### config.mk
export PLATFORM = sky130hd
export DESIGN_NAME = morse_tx_sequencer
export DESIGN_NICKNAME = d
export VERILOG_FILES = /design/src/rtl/morse_tx_sequencer_pkg.sv /design/src/rtl/morse_tx_sequencer_unit_timer.sv /design/src/rtl/morse_tx_sequencer.sv
export SDC_FILE = /design/constraint.sdc
export NUM_CORES = 1
export LEC_CHECK = 0
export ABC_AREA = 1
export CAP_MARGIN = 20
export CORE_UTILIZATION = 51
export DETAILED_ROUTE_END_ITERATION = 6
export GPL_ROUTABILITY_DRIVEN = 0
export GPL_TIMING_DRIVEN = 1
export PLACE_DENSITY = 0.78
export SYNTH_ARGS = -nofsm -noshare
export SYNTH_HDL_FRONTEND = slang
export SYNTH_HIERARCHICAL = 1
export SYNTH_SLANG_ARGS = --single-unit
### constraint.sdc
create_clock -name clk -period 2.21 [get_ports clk]
set_input_delay 0.3315 -clock clk [delete_from_list [all_inputs] [get_ports clk]]
set_output_delay 0.3315 -clock clk [all_outputs]
set_load 0.01 [all_outputs]
### src/rtl/morse_tx_sequencer_pkg.sv
// Shared Morse sequencer definitions: FSM states, special symbols, unit multiples
// and helpers that split a sentinel-encoded symbol into its element bits.
package morse_defs;

  typedef enum logic [2:0] {
    ST_IDLE,
    ST_LOAD,
    ST_ELEM_ON,
    ST_ELEM_GAP,
    ST_CHAR_GAP,
    ST_WORD_GAP,
    ST_FIN
  } state_e;

  localparam logic [4:0] SYM_END   = 5'b00000;
  localparam logic [4:0] SYM_SPACE = 5'b00001;

  localparam logic [2:0] DOT_U        = 3'd1;
  localparam logic [2:0] DASH_U       = 3'd3;
  localparam logic [2:0] ELEM_GAP_U   = 3'd1;
  localparam logic [2:0] CHAR_GAP_U   = 3'd3;
  localparam logic [2:0] WORD_EXTRA_U = 3'd4;

  localparam logic [3:0] MAX_SLOTS = 4'd12;

  // Sentinel position equals the number of elements that follow it.
  function automatic logic [2:0] sym_len(input logic [4:0] s);
    if (s[4]) return 3'd4;
    if (s[3]) return 3'd3;
    if (s[2]) return 3'd2;
    if (s[1]) return 3'd1;
    return 3'd0;
  endfunction

  // Element bits left-aligned so the next element is always bit 3.
  function automatic logic [3:0] sym_align(input logic [4:0] s);
    return s[3:0] << (3'd4 - sym_len(s));
  endfunction

endpackage

### src/rtl/morse_tx_sequencer_unit_timer.sv
// Unit timer: counts units*UNIT_CYCLES clocks after a load and pulses expire_o
// in the last cycle of that interval.
module morse_unit_timer #(
  parameter int unsigned UNIT_CYCLES = 4,
  parameter int unsigned CNT_W       = 24
) (
  input  logic       clk,
  input  logic       reset_n,
  input  logic       load_i,
  input  logic [2:0] units_i,
  output logic       expire_o
);

  logic [CNT_W-1:0] cnt_q;
  logic             active_q;

  always_ff @(posedge clk) begin
    if (!reset_n) begin
      cnt_q    <= '0;
      active_q <= 1'b0;
    end else if (load_i) begin
      cnt_q    <= CNT_W'(units_i) * CNT_W'(UNIT_CYCLES) - CNT_W'(1);
      active_q <= 1'b1;
    end else if (active_q) begin
      if (cnt_q == '0) active_q <= 1'b0;
      else             cnt_q    <= cnt_q - CNT_W'(1);
    end
  end

  assign expire_o = active_q && (cnt_q == '0);

endmodule

### src/rtl/morse_tx_sequencer.sv
// Morse transmit sequencer: walks the symbol mux select through 1..n_chars and
// keys morse_out with standard dot/dash/gap unit timing.
module morse_tx_sequencer
  import morse_defs::*;
#(
  parameter int unsigned UNIT_CYCLES = 4,
  parameter int unsigned CNT_W       = 24
) (
  input  logic       clk,
  input  logic       reset_n,
  input  logic       start,
  input  logic [3:0] n_chars,
  input  logic [4:0] simbolo,
  output logic [3:0] sel,
  output logic       morse_out,
  output logic       busy,
  output logic       done
);

  state_e     state_q;
  logic [3:0] sel_q;
  logic [3:0] n_q;
  logic [3:0] shreg_q;
  logic [2:0] elem_q;
  logic       morse_q;
  logic       busy_q;
  logic       done_q;

  logic       tmr_load;
  logic [2:0] tmr_units;
  logic       tmr_expire;
  logic [3:0] sym_bits;

  assign sym_bits = sym_align(simbolo);

  // Timer reload mirrors the FSM's entries into timed states, on the same edge.
  always_comb begin
    tmr_units = '0;
    case (state_q)
      ST_LOAD: begin
        if (simbolo == SYM_SPACE)    tmr_units = WORD_EXTRA_U;
        else if (simbolo != SYM_END) tmr_units = sym_bits[3] ? DASH_U : DOT_U;
      end
      ST_ELEM_ON: begin
        if (tmr_expire) tmr_units = (elem_q > 3'd1) ? ELEM_GAP_U : CHAR_GAP_U;
      end
      ST_ELEM_GAP: begin
        if (tmr_expire) tmr_units = shreg_q[3] ? DASH_U : DOT_U;
      end
      default: tmr_units = '0;
    endcase
    tmr_load = (tmr_units != '0);
  end

  morse_unit_timer #(
    .UNIT_CYCLES(UNIT_CYCLES),
    .CNT_W      (CNT_W)
  ) u_timer (
    .clk     (clk),
    .reset_n (reset_n),
    .load_i  (tmr_load),
    .units_i (tmr_units),
    .expire_o(tmr_expire)
  );

  always_ff @(posedge clk) begin
    if (!reset_n) begin
      state_q <= ST_IDLE;
      sel_q   <= '0;
      n_q     <= '0;
      shreg_q <= '0;
      elem_q  <= '0;
      morse_q <= 1'b0;
      busy_q  <= 1'b0;
      done_q  <= 1'b0;
    end else begin
      done_q <= 1'b0;
      case (state_q)
        ST_IDLE: begin
          if (start) begin
            if (n_chars == '0) begin
              state_q <= ST_FIN;
              done_q  <= 1'b1;
            end else begin
              n_q     <= (n_chars > MAX_SLOTS) ? MAX_SLOTS : n_chars;
              sel_q   <= 4'd1;
              busy_q  <= 1'b1;
              state_q <= ST_LOAD;
            end
          end
        end
        ST_LOAD: begin
          if (simbolo == SYM_END) begin
            state_q <= ST_FIN;
            done_q  <= 1'b1;
            busy_q  <= 1'b0;
            sel_q   <= '0;
          end else if (simbolo == SYM_SPACE) begin
            state_q <= ST_WORD_GAP;
          end else begin
            shreg_q <= sym_bits;
            elem_q  <= sym_len(simbolo);
            morse_q <= 1'b1;
            state_q <= ST_ELEM_ON;
          end
        end
        ST_ELEM_ON: begin
          if (tmr_expire) begin
            morse_q <= 1'b0;
            shreg_q <= shreg_q << 1;
            elem_q  <= elem_q - 3'd1;
            state_q <= (elem_q > 3'd1) ? ST_ELEM_GAP : ST_CHAR_GAP;
          end
        end
        ST_ELEM_GAP: begin
          if (tmr_expire) begin
            morse_q <= 1'b1;
            state_q <= ST_ELEM_ON;
          end
        end
        ST_CHAR_GAP, ST_WORD_GAP: begin
          if (tmr_expire) begin
            if (sel_q == n_q) begin
              state_q <= ST_FIN;
              done_q  <= 1'b1;
              busy_q  <= 1'b0;
              sel_q   <= '0;
            end else begin
              sel_q   <= sel_q + 4'd1;
              state_q <= ST_LOAD;
            end
          end
        end
        ST_FIN: begin
          state_q <= ST_IDLE;
        end
        default: state_q <= ST_IDLE;
      endcase
    end
  end

  assign sel       = sel_q;
  assign morse_out = morse_q;
  assign busy      = busy_q;
  assign done      = done_q;

endmodule
==> impl_metrics.json, run 1 <==
{
  "status": "finished with violations",
  "violations": "setup timing",
  "slowest_stage": "dfxtp_2",
  "internal-power_mw": 3.83,
  "synth-xor-area-share_pct": 1.84,
  "num_vias": 3864,
  "leakage_nw": 2.14,
  "area_growth_pct": 33.9,
  "worst_slew_pin_slew_ps": 580,
  "hpwl_um": 6440,
  "dp_cells": 698,
  "drtIter0Drc": 219,
  "cts-buffers-inserted": 5,
  "synth_fp_nets": 576,
  "rsz0062_at_grt": "true",
  "grt_overflow": 0,
  "ys_seq_elements": 46,
  "h-tree-depth": 2,
  "final_common_cell": "nand2_1",
  "initial_utilization_pct": 52.6,
  "min_period_over_period_pct": 102,
  "tns_ps": -132,
  "cp_top_family": "simple AND/OR/NAND/NOR gates",
  "crit_arrival_ps": 2460,
  "clk_pin_slew_ps": 100,
  "post-route-min-period_ps": 2250,
  "dr.pass1.iters": 5,
  "hold_slack_ps": 469,
  "slew_headroom_pct": 61.3,
  "die_x_um": 82.9,
  "final_nets": 662,
  "slowest_delay_ps": 340,
  "worstSetupPathType": "reg -> reg",
  "syn_inst": 557,
  "synth_area_um2": 3340,
  "seq_area_frac_synth_pct": 27.6,
  "crit_chain": "inv_2, ha_4, nand3_2, nor4_2, nand3_1, nor2_2, inv_2, o31ai_4, or2_4, inv_6, nand4_1, nand2_4, buf_6, nor2_4, a21oi_2",
  "grt_first_pass_wirelength_um": 15500,
  "finalSetupViolations": 7,
  "wire_per_inst_um": 13.1,
  "fmax_mhz": 445,
  "root_buffer": "clkbuf_8",
  "final_util_pct": 70.4,
  "switching_share_pct": 51.6,
  "synth_compound_area_share_pct": 10.9,
  "seqPwrFrac_pct": 18.2,
  "final_cell_count_no_fill": 721,
  "rows": 29,
  "maxCapViolations": 0,
  "yosys_warnings": 6,
  "tritoncts": "built",
  "power_frac_clock_pct": 8.1,
  "ant_nets": 0,
  "powerDensity_nw_per_um2": 1770,
  "finClkSkew_ps": 14.7,
  "fill_cells": 542,
  "drive_above_1_share_pct": 25.3,
  "crit_required_ps": 2420,
  "yosysUniqueCellTypes": 37,
  "drc": 0,
  "port_buffers": 18,
  "antenna_found_initial": 0,
  "final_cell_mix": "nand2_1 (134), nor2_1 (99), buf_4 (61)",
  "setup_ws_ps": -38.1,
  "fp.coreArea_um2": 6350,
  "syn_avg_cell_area_um2": 6.00,
  "insertion_delay_ps": 310,
  "vias_per_cell": 5.36,
  "die_h_um": 82.9,
  "io-pin-count": 19,
  "startpoint_type": "register",
  "crit_buf_inv": 4,
  "ir_worst_vdd_mv": 1.07,
  "end_kind": "register",
  "p_switching_mw": 4.09,
  "cts_sinks": 46,
  "finalMaxSlewViolations": 0,
  "grt_max_degree": 22,
  "worst-path-max-fanout": 7,
  "hold_class": "reg -> reg",
  "synth_top_family_by_area": "simple AND/OR/NAND/NOR gates",
  "cp_common_cell": "inv_2",
  "synthMuxAreaShare_pct": 0,
  "track_usage_pct": 27.3,
  "synth_fa_ha_area_share_pct": 2.62,
  "grt_pass1_vias": 3635,
  "clockBufferDepth": 2,
  "synth-simple-area-share_pct": 46.4,
  "drt-total-wl_um": 9480,
  "final_hold_viol_count": 0,
  "die_area_um2": 6880,
  "power_frac_comb_pct": 73.7,
  "dp_slack_ps": -483,
  "antennaDiodeCount": 0
}
[sequential cells by signal (all words and copies together), names as in the netlist]
| name | count |
|---|---|
| state_q | 3 |
| morse_out | 1 |
| done | 1 |
| u_timer/cnt_q | 24 |
| sel | 4 |
| shreg_q | 4 |
| n_q | 4 |
| busy | 1 |
| elem_q | 3 |
| u_timer/active_q | 1 |
[synthesized netlist by cell type, drive strengths merged]
master | instances | area share, %
a22o | 1 | 0.26
o21ai | 29 | 4.3
dfxtp | 46 | 28
nand3b | 1 | 0.22
nor3b | 1 | 0.22
xor2 | 4 | 1.0
o21bai | 2 | 0.45
or2 | 1 | 0.19
nand3 | 54 | 8.4
nand4 | 6 | 1.1
xnor2 | 3 | 0.79
nand2 | 155 | 19
a21oi | 35 | 5.5
o22ai | 1 | 0.19
clkbuf | 3 | 0.34
nor4 | 1 | 0.19
nor2 | 124 | 16
clkinv | 2 | 0.37
inv | 67 | 7.5
and2 | 1 | 0.19
buf | 9 | 2.4
nor3 | 3 | 1.1
ha | 7 | 2.6
o31ai | 1 | 0.22
[through the flow]
step	area, um^2	power [mW]
2_1_floorplan	3370	4.92
3_3_place_gp	4000	6.19
3_5_place_dp	4000	6.34
4_1_cts	4290	7.31
5_1_grt	4470	8.63
6_report	4470	7.92
[metal layers]
metal,up-vias,track usage [%],part of all wire (%)
met3,30,3.18,4.0
met2,123,50.8,53
met1,1780,30.6,40
met5,-,0,0
met4,0,13.3,3.6
li1,1931,-,-
[power groups by stage]
stage	Combinational [mW]	Clock, mW	Sequential, mW
6_report	5.84	0.643	1.44
5_1_grt	6.47	0.680	1.48
4_1_cts	5.22	0.651	1.43
3_5_place_dp	4.90	0	1.44
3_3_place_gp	4.76	0	1.43
2_1_floorplan	3.44	0	1.48
[kinds of logic (layout without fill, tap and decap cells)]
group	Yosys count	count (layout)
AO/OA/AOI/OAI	69	69
XOR/XNOR	7	7
adder cells (fa/ha/maj)	7	7
buffers and inverters	81	167
flip-flops	46	46
AND/OR/NAND/NOR	347	348
[final timing paths]
path                            slack (ps)  cells after the start                 to              from
worst min register to register         470                      2               busy              busy
worst min-delay path                   470                      2               busy              busy
worst max-delay path                   -40                     15  u_timer/cnt_q[23]  u_timer/cnt_q[0]
worst max register to register         -40                     15  u_timer/cnt_q[23]  u_timer/cnt_q[0]
[area by class of cell]
type / count / area (um^2) / share of cell area [%]
clock buffer: 6 / 72.6 / 1.62
clock inverter: 2 / 37.5 / 0.839
inverter: 69 / 269 / 6.02
multi-input combinational: 431 / 2300 / 51.4
sequential: 46 / 922 / 20.6
tap: 77 / 96.3 / 2.15
timing repair buffer: 90 / 776 / 17.3
[timing repair]
action / CTS / global route
gates cloned: 1 / 0
setup buffers: 9 / 7
hold buffers: 0 / 0
pin swaps: 5 / 27
resized for setup: 27 / 46
endpoints found under the setup margin: 23 / 31
[worst min-delay path: stages, from the launching register on]
cell     delay [ps]
dfxtp_1         320
nand2_1          60
a21oi_1          50
Power figures use the tool's default switching activity.
==> run 2: changes to the inputs <==
--- a/config.mk
+++ b/config.mk
@@ -7,11 +7,14 @@
 export LEC_CHECK = 0
 export ABC_AREA = 1
 export CAP_MARGIN = 20
+export CORE_ASPECT_RATIO = 1.25
 export CORE_UTILIZATION = 51
 export DETAILED_ROUTE_END_ITERATION = 6
 export GPL_ROUTABILITY_DRIVEN = 0
 export GPL_TIMING_DRIVEN = 1
+export MAX_ROUTING_LAYER = met4
 export PLACE_DENSITY = 0.78
+export SLEW_MARGIN = 30
 export SYNTH_ARGS = -nofsm -noshare
 export SYNTH_HDL_FRONTEND = slang
 export SYNTH_HIERARCHICAL = 1
==> impl_metrics.json, run 2 (synthesis results as in run 1) <==
{
  "status": "finished with violations",
  "violations": "setup timing",
  "r2r-end": "u_timer/cnt_q[10]",
  "crit_chain": "inv_2, ha_4, nand3_2, nor4_2, nand3_1, nor2_4, inv_2, o31ai_4, or2_4, inv_6, nand4_1, nand2_4, buf_6, nor2_2, nor2_1",
  "critical_path.startpoint": "u_timer/cnt_q[0]",
  "grt_pass1_vias": 3649,
  "grt_first_pass_wirelength_um": 14800,
  "finalMaxSlewViolations": 0,
  "track_usage_pct": 27.9,
  "reg2reg_depth": 15,
  "slew_headroom_pct": 61.4,
  "antennaDiodeCount": 0,
  "rsz0062_at_grt": "true",
  "grt_overflow": 0,
  "worst-path-max-fanout": 7,
  "tritoncts": "built",
  "startpoint_type": "register",
  "final_nets": 660,
  "dr.pass1.iters": 4,
  "initial_utilization_pct": 53.5,
  "die_area_um2": 6880,
  "final_area_um2": 4390,
  "num_vias": 3784,
  "cp_top_family": "simple AND/OR/NAND/NOR gates",
  "final_util_pct": 70.3,
  "powerDensity_nw_per_um2": 1710,
  "crit_arrival_ps": 2460,
  "slowest_stage": "dfxtp_2",
  "top_register": "u_timer/cnt_q",
  "crit_buf_inv": 4,
  "end_kind": "register",
  "drt-total-wl_um": 8990,
  "rows": 32,
  "io-pin-count": 19,
  "min_period_over_period_pct": 102,
  "final_common_cell": "nand2_1",
  "maxCapViolations": 0,
  "hold_class": "reg -> reg",
  "clockBufferDepth": 2,
  "dpl-instance-area_um2": 4020,
  "dp_cells": 707,
  "h-tree-depth": 2,
  "fmax_mhz": 444,
  "final_hold_viol_count": 0,
  "vias_per_cell": 5.20,
  "cp_common_cell": "inv_2",
  "worst_slew_pin_slew_ps": 579,
  "die_x_um": 74.4,
  "ir_worst_vdd_mv": 0.941,
  "area_growth_pct": 31.5,
  "final_cell_mix": "nand2_1 (132), nor2_1 (97), buf_4 (64)",
  "final_cell_count_no_fill": 727,
  "cts-buffers-inserted": 5,
  "hpwl_um": 6620,
  "leakage_nw": 2.11,
  "clk_pin_slew_ps": 90,
  "hold_path_end": "busy",
  "cts_sinks": 46,
  "wire_per_inst_um": 12.4,
  "root_buffer": "clkbuf_8",
  "fp.coreArea_um2": 6250,
  "antenna_found_initial": 0,
  "finalSetupViolations": 13,
  "crit_required_ps": 2410,
  "finClkSkew_ps": 5.08,
  "largest_reg_flops": 24,
  "insertion_delay_ps": 310,
  "setup_ws_ps": -41.3,
  "port_buffers": 18,
  "min-delay-start": "busy",
  "ant_nets": 0,
  "worstHoldPathCells": 2,
  "r2r_start": "u_timer/cnt_q[0]",
  "grt_max_degree": 23,
  "r2r_slack_ps": -40,
  "slowest_delay_ps": 330,
  "drive_above_1_share_pct": 24.6,
  "post-route-min-period_ps": 2250,
  "drtIter0Drc": 145,
  "die_h_um": 92.5,
  "drc": 0,
  "worstSetupPathType": "reg -> reg"
}
[run 2: how the worst max path moves through the flow]
stage                              to  slack [ps]  depth (start not counted)
global placement     u_timer/cnt_q[4]        -380                         17
CTS                  u_timer/cnt_q[4]         -50                         16
detailed placement   u_timer/cnt_q[7]        -560                         14
finish              u_timer/cnt_q[10]         -40                         15
global route        u_timer/cnt_q[14]        -190                         16
floorplan            u_timer/cnt_q[7]           6                         16
[run 2: through the flow]
step	power [mW]	hold WS, ps	setup WS [ps]	TNS (ps)
6_report	7.51	474	-41.3	-288
3_3_place_gp	6.21	452	-381	-7400
4_1_cts	7.11	476	-48.1	-319
2_1_floorplan	4.92	441	5.85	0
3_5_place_dp	6.36	459	-565	-10680
5_1_grt	8.23	499	-190	-2950
[run 2: routing by layer]
metal	GRT usage, %	vias up	wire length, um	part of all wire, %
met5	-	-	0	0
met2	50.2	144	4690	52
met3	4.68	30	439	4.9
met4	14.9	0	282	3.1
met1	27.7	1687	3570	40
li1	-	1923	-	-
[run 2: worst reg2reg max path: cells and delay by family (launching register included)]
| family | cells | cell delay (ps) |
|---|---|---|
| compound gates | 1 | 200 |
| simple gates | 9 | 1140 |
| fa+ha+maj | 1 | 140 |
| buf+inv | 4 | 350 |
| flops | 1 | 330 |
[run 2: timing repair]
action                     in CTS  in global routing
gates cloned                    1                  0
pin swaps                       7                 14
hold buffers                    0                  0
setup endpoints to repair      27                 30
resized for setup              23                 40
buffers inserted                6                  6
[run 2: power by group]
| part | internal [mW] | switching, mW |
|---|---|---|
| combinational | 2.18 | 3.34 |
| clock | 0.229 | 0.318 |
| sequential | 1.18 | 0.260 |
| total | 3.59 | 3.92 |
[run 2: layout make-up]
cell class                      instances  area [um^2]
Multi-Input combinational cell        431         2270
Fill cell                             524         1850
Sequential cell                        46          922
Timing Repair Buffer                   88          733
Inverter                               69          269
Tap cell                               85          106
Clock buffer                            5         68.8
Clock inverter                          3         25.0
==> run 3: changes to the inputs <==
--- a/config.mk
+++ b/config.mk
@@ -14,8 +14,9 @@
 export GPL_TIMING_DRIVEN = 1
 export MAX_ROUTING_LAYER = met4
 export PLACE_DENSITY = 0.78
-export SLEW_MARGIN = 30
+export SLEW_MARGIN = 15
 export SYNTH_ARGS = -nofsm -noshare
 export SYNTH_HDL_FRONTEND = slang
 export SYNTH_HIERARCHICAL = 1
 export SYNTH_SLANG_ARGS = --single-unit
+export TNS_END_PERCENT = 30
==> impl_metrics.json, run 3 (synthesis results as in run 1) <==
{
  "critical_path.startpoint": "u_timer/cnt_q[0]",
  "worst_slew_pin_slew_ps": 572,
  "drc": 0,
  "tritoncts": "built",
  "status": "finished with violations",
  "r2r_start": "u_timer/cnt_q[0]",
  "finalMaxSlewViolations": 0,
  "crit_chain": "inv_2, ha_4, nand3_2, nor4_2, nand3_1, nor2_4, inv_2, o31ai_4, buf_4, inv_1, ha_1, a21oi_1, o21ai_0, nand2_1, nand3_1, o21ai_0",
  "largest_reg_flops": 24,
  "io-pin-count": 19,
  "clk_pin_slew_ps": 90,
  "initial_utilization_pct": 53.5,
  "die_h_um": 92.5,
  "port_buffers": 18,
  "clockBufferDepth": 2,
  "hold_slack_ps": 474,
  "min_period_over_period_pct": 102,
  "top_register": "u_timer/cnt_q",
  "fill_cells": 541,
  "h-tree-depth": 2,
  "leakage_nw": 2.08,
  "hpwl_um": 6620,
  "r2r-end": "u_timer/cnt_q[4]",
  "ctsHoldBuffers": 0,
  "num_vias": 3744,
  "multi_input_area_um2": 2230,
  "worst-path-max-fanout": 3,
  "antennaDiodeCount": 0,
  "hold_class": "reg -> reg",
  "cts-buffers-inserted": 5,
  "powerDensity_nw_per_um2": 1710,
  "fmax_mhz": 445,
  "post-route-min-period_ps": 2250,
  "grt_overflow": 0,
  "tns_ps": -61.6,
  "dpl-instance-area_um2": 4020,
  "drive_above_1_share_pct": 23.3,
  "ir_worst_vdd_mv": 0.873,
  "wire_per_inst_um": 12.2,
  "track_usage_pct": 27.7,
  "antenna_found_initial": 0,
  "ant_nets": 0,
  "startpoint_type": "register",
  "cp.depth": 16,
  "final_cell_mix": "nand2_1 (138), nor2_1 (99), buf_4 (65)",
  "rows": 32,
  "cp_top_family": "simple AND/OR/NAND/NOR gates",
  "die_x_um": 74.4,
  "grt_max_degree": 23,
  "final_nets": 657,
  "slowest_delay_ps": 330,
  "slew_headroom_pct": 61.8,
  "finalSetupViolations": 4,
  "drt-total-wl_um": 8830,
  "die_area_um2": 6880,
  "ff_latch_area_um2": 922,
  "grt_first_pass_wirelength_um": 14700,
  "slowest_stage": "dfxtp_2",
  "crit_required_ps": 2450,
  "setup_ws_ps": -35.2,
  "violations": "setup timing",
  "reg2reg_depth": 16,
  "final_common_cell": "nand2_1",
  "insertion_delay_ps": 310,
  "crit_arrival_ps": 2480,
  "dr.pass1.iters": 5,
  "crit_buf_inv": 4,
  "finClkSkew_ps": 5.85,
  "final_hold_viol_count": 0,
  "vias_per_cell": 5.17,
  "r2r_slack_ps": -40,
  "worstSetupPathType": "reg -> reg",
  "setup.worst_path.end": "u_timer/cnt_q[4]",
  "rsz0062_at_grt": "true",
  "area_growth_pct": 29.4,
  "final_area_um2": 4320,
  "grt_pass1_vias": 3653,
  "maxCapViolations": 0,
  "drtIter0Drc": 202,
  "end_kind": "register",
  "root_buffer": "clkbuf_8",
  "cts_sinks": 46,
  "fp.coreArea_um2": 6250
}
## run 3: worst min path at each step
stage	cells past startpoint	slack, ps	endpoint	startpoint
after detailed placement	2	460	busy	busy
after global placement	2	450	shreg_q[0]	shreg_q[0]
final	2	470	busy	busy
after floorplan	2	440	shreg_q[0]	shreg_q[0]
after global routing	2	500	n_q[1]	n_q[1]
after CTS	2	480	busy	busy
## run 3: cell type report
type / count / area share (%)
inverters: 69 / 6.28
flip-flops and latches: 46 / 21.3
multi-input cells: 431 / 51.7
clock buffers: 5 / 1.59
clock inverters: 3 / 0.579
repair buffers: 85 / 16.1
well taps: 85 / 2.46
## run 3: worst register-to-register path, stage by stage, from the launching register on
cell and delay [ps]:
dfxtp_2 330, inv_2 70, ha_4 140, nand3_2 80, nor4_2 170, nand3_1 160, nor2_4 150, inv_2 60
o31ai_4 180, buf_4 170, inv_1 50, ha_1 200, a21oi_1 130, o21ai_0 80, nand2_1 70, nand3_1 60
o21ai_0 80
## run 3: timing repair
item / in CTS / in global routing
cloned: 1 / 0
setup endpoints to repair: 27 / 30
pin swaps: 7 / 2
resized for setup: 19 / 28
buffers inserted: 6 / 2
## run 3: per-layer routing
layer	global-route usage, %	wire length, um	vias to the layer above
li1	-	-	1916
met1	27.3	3490	1686
met2	49.8	4590	106
met3	4.68	440	36
met4	15.3	312	0
met5	-	0	-
## run 3: report_power, final
group          total, mW  switching, mW  internal (mW)
logic               5.39           3.28           2.11
clock network      0.552          0.323          0.229
registers           1.44          0.261           1.18
## run 3: per-stage QoR
step | worst slack [ps] | cells | power [mW] | util [%]
after CTS | -48.1 | 722 | 7.07 | 67.5
after global routing | -190 | 724 | 8.08 | 69.2
after global placement | -381 | 707 | 6.21 | 64.3
after floorplan | 5.85 | 557 | 4.92 | -
after detailed placement | -565 | 707 | 6.36 | 64.3
final | -35.2 | 724 | 7.38 | 69.2
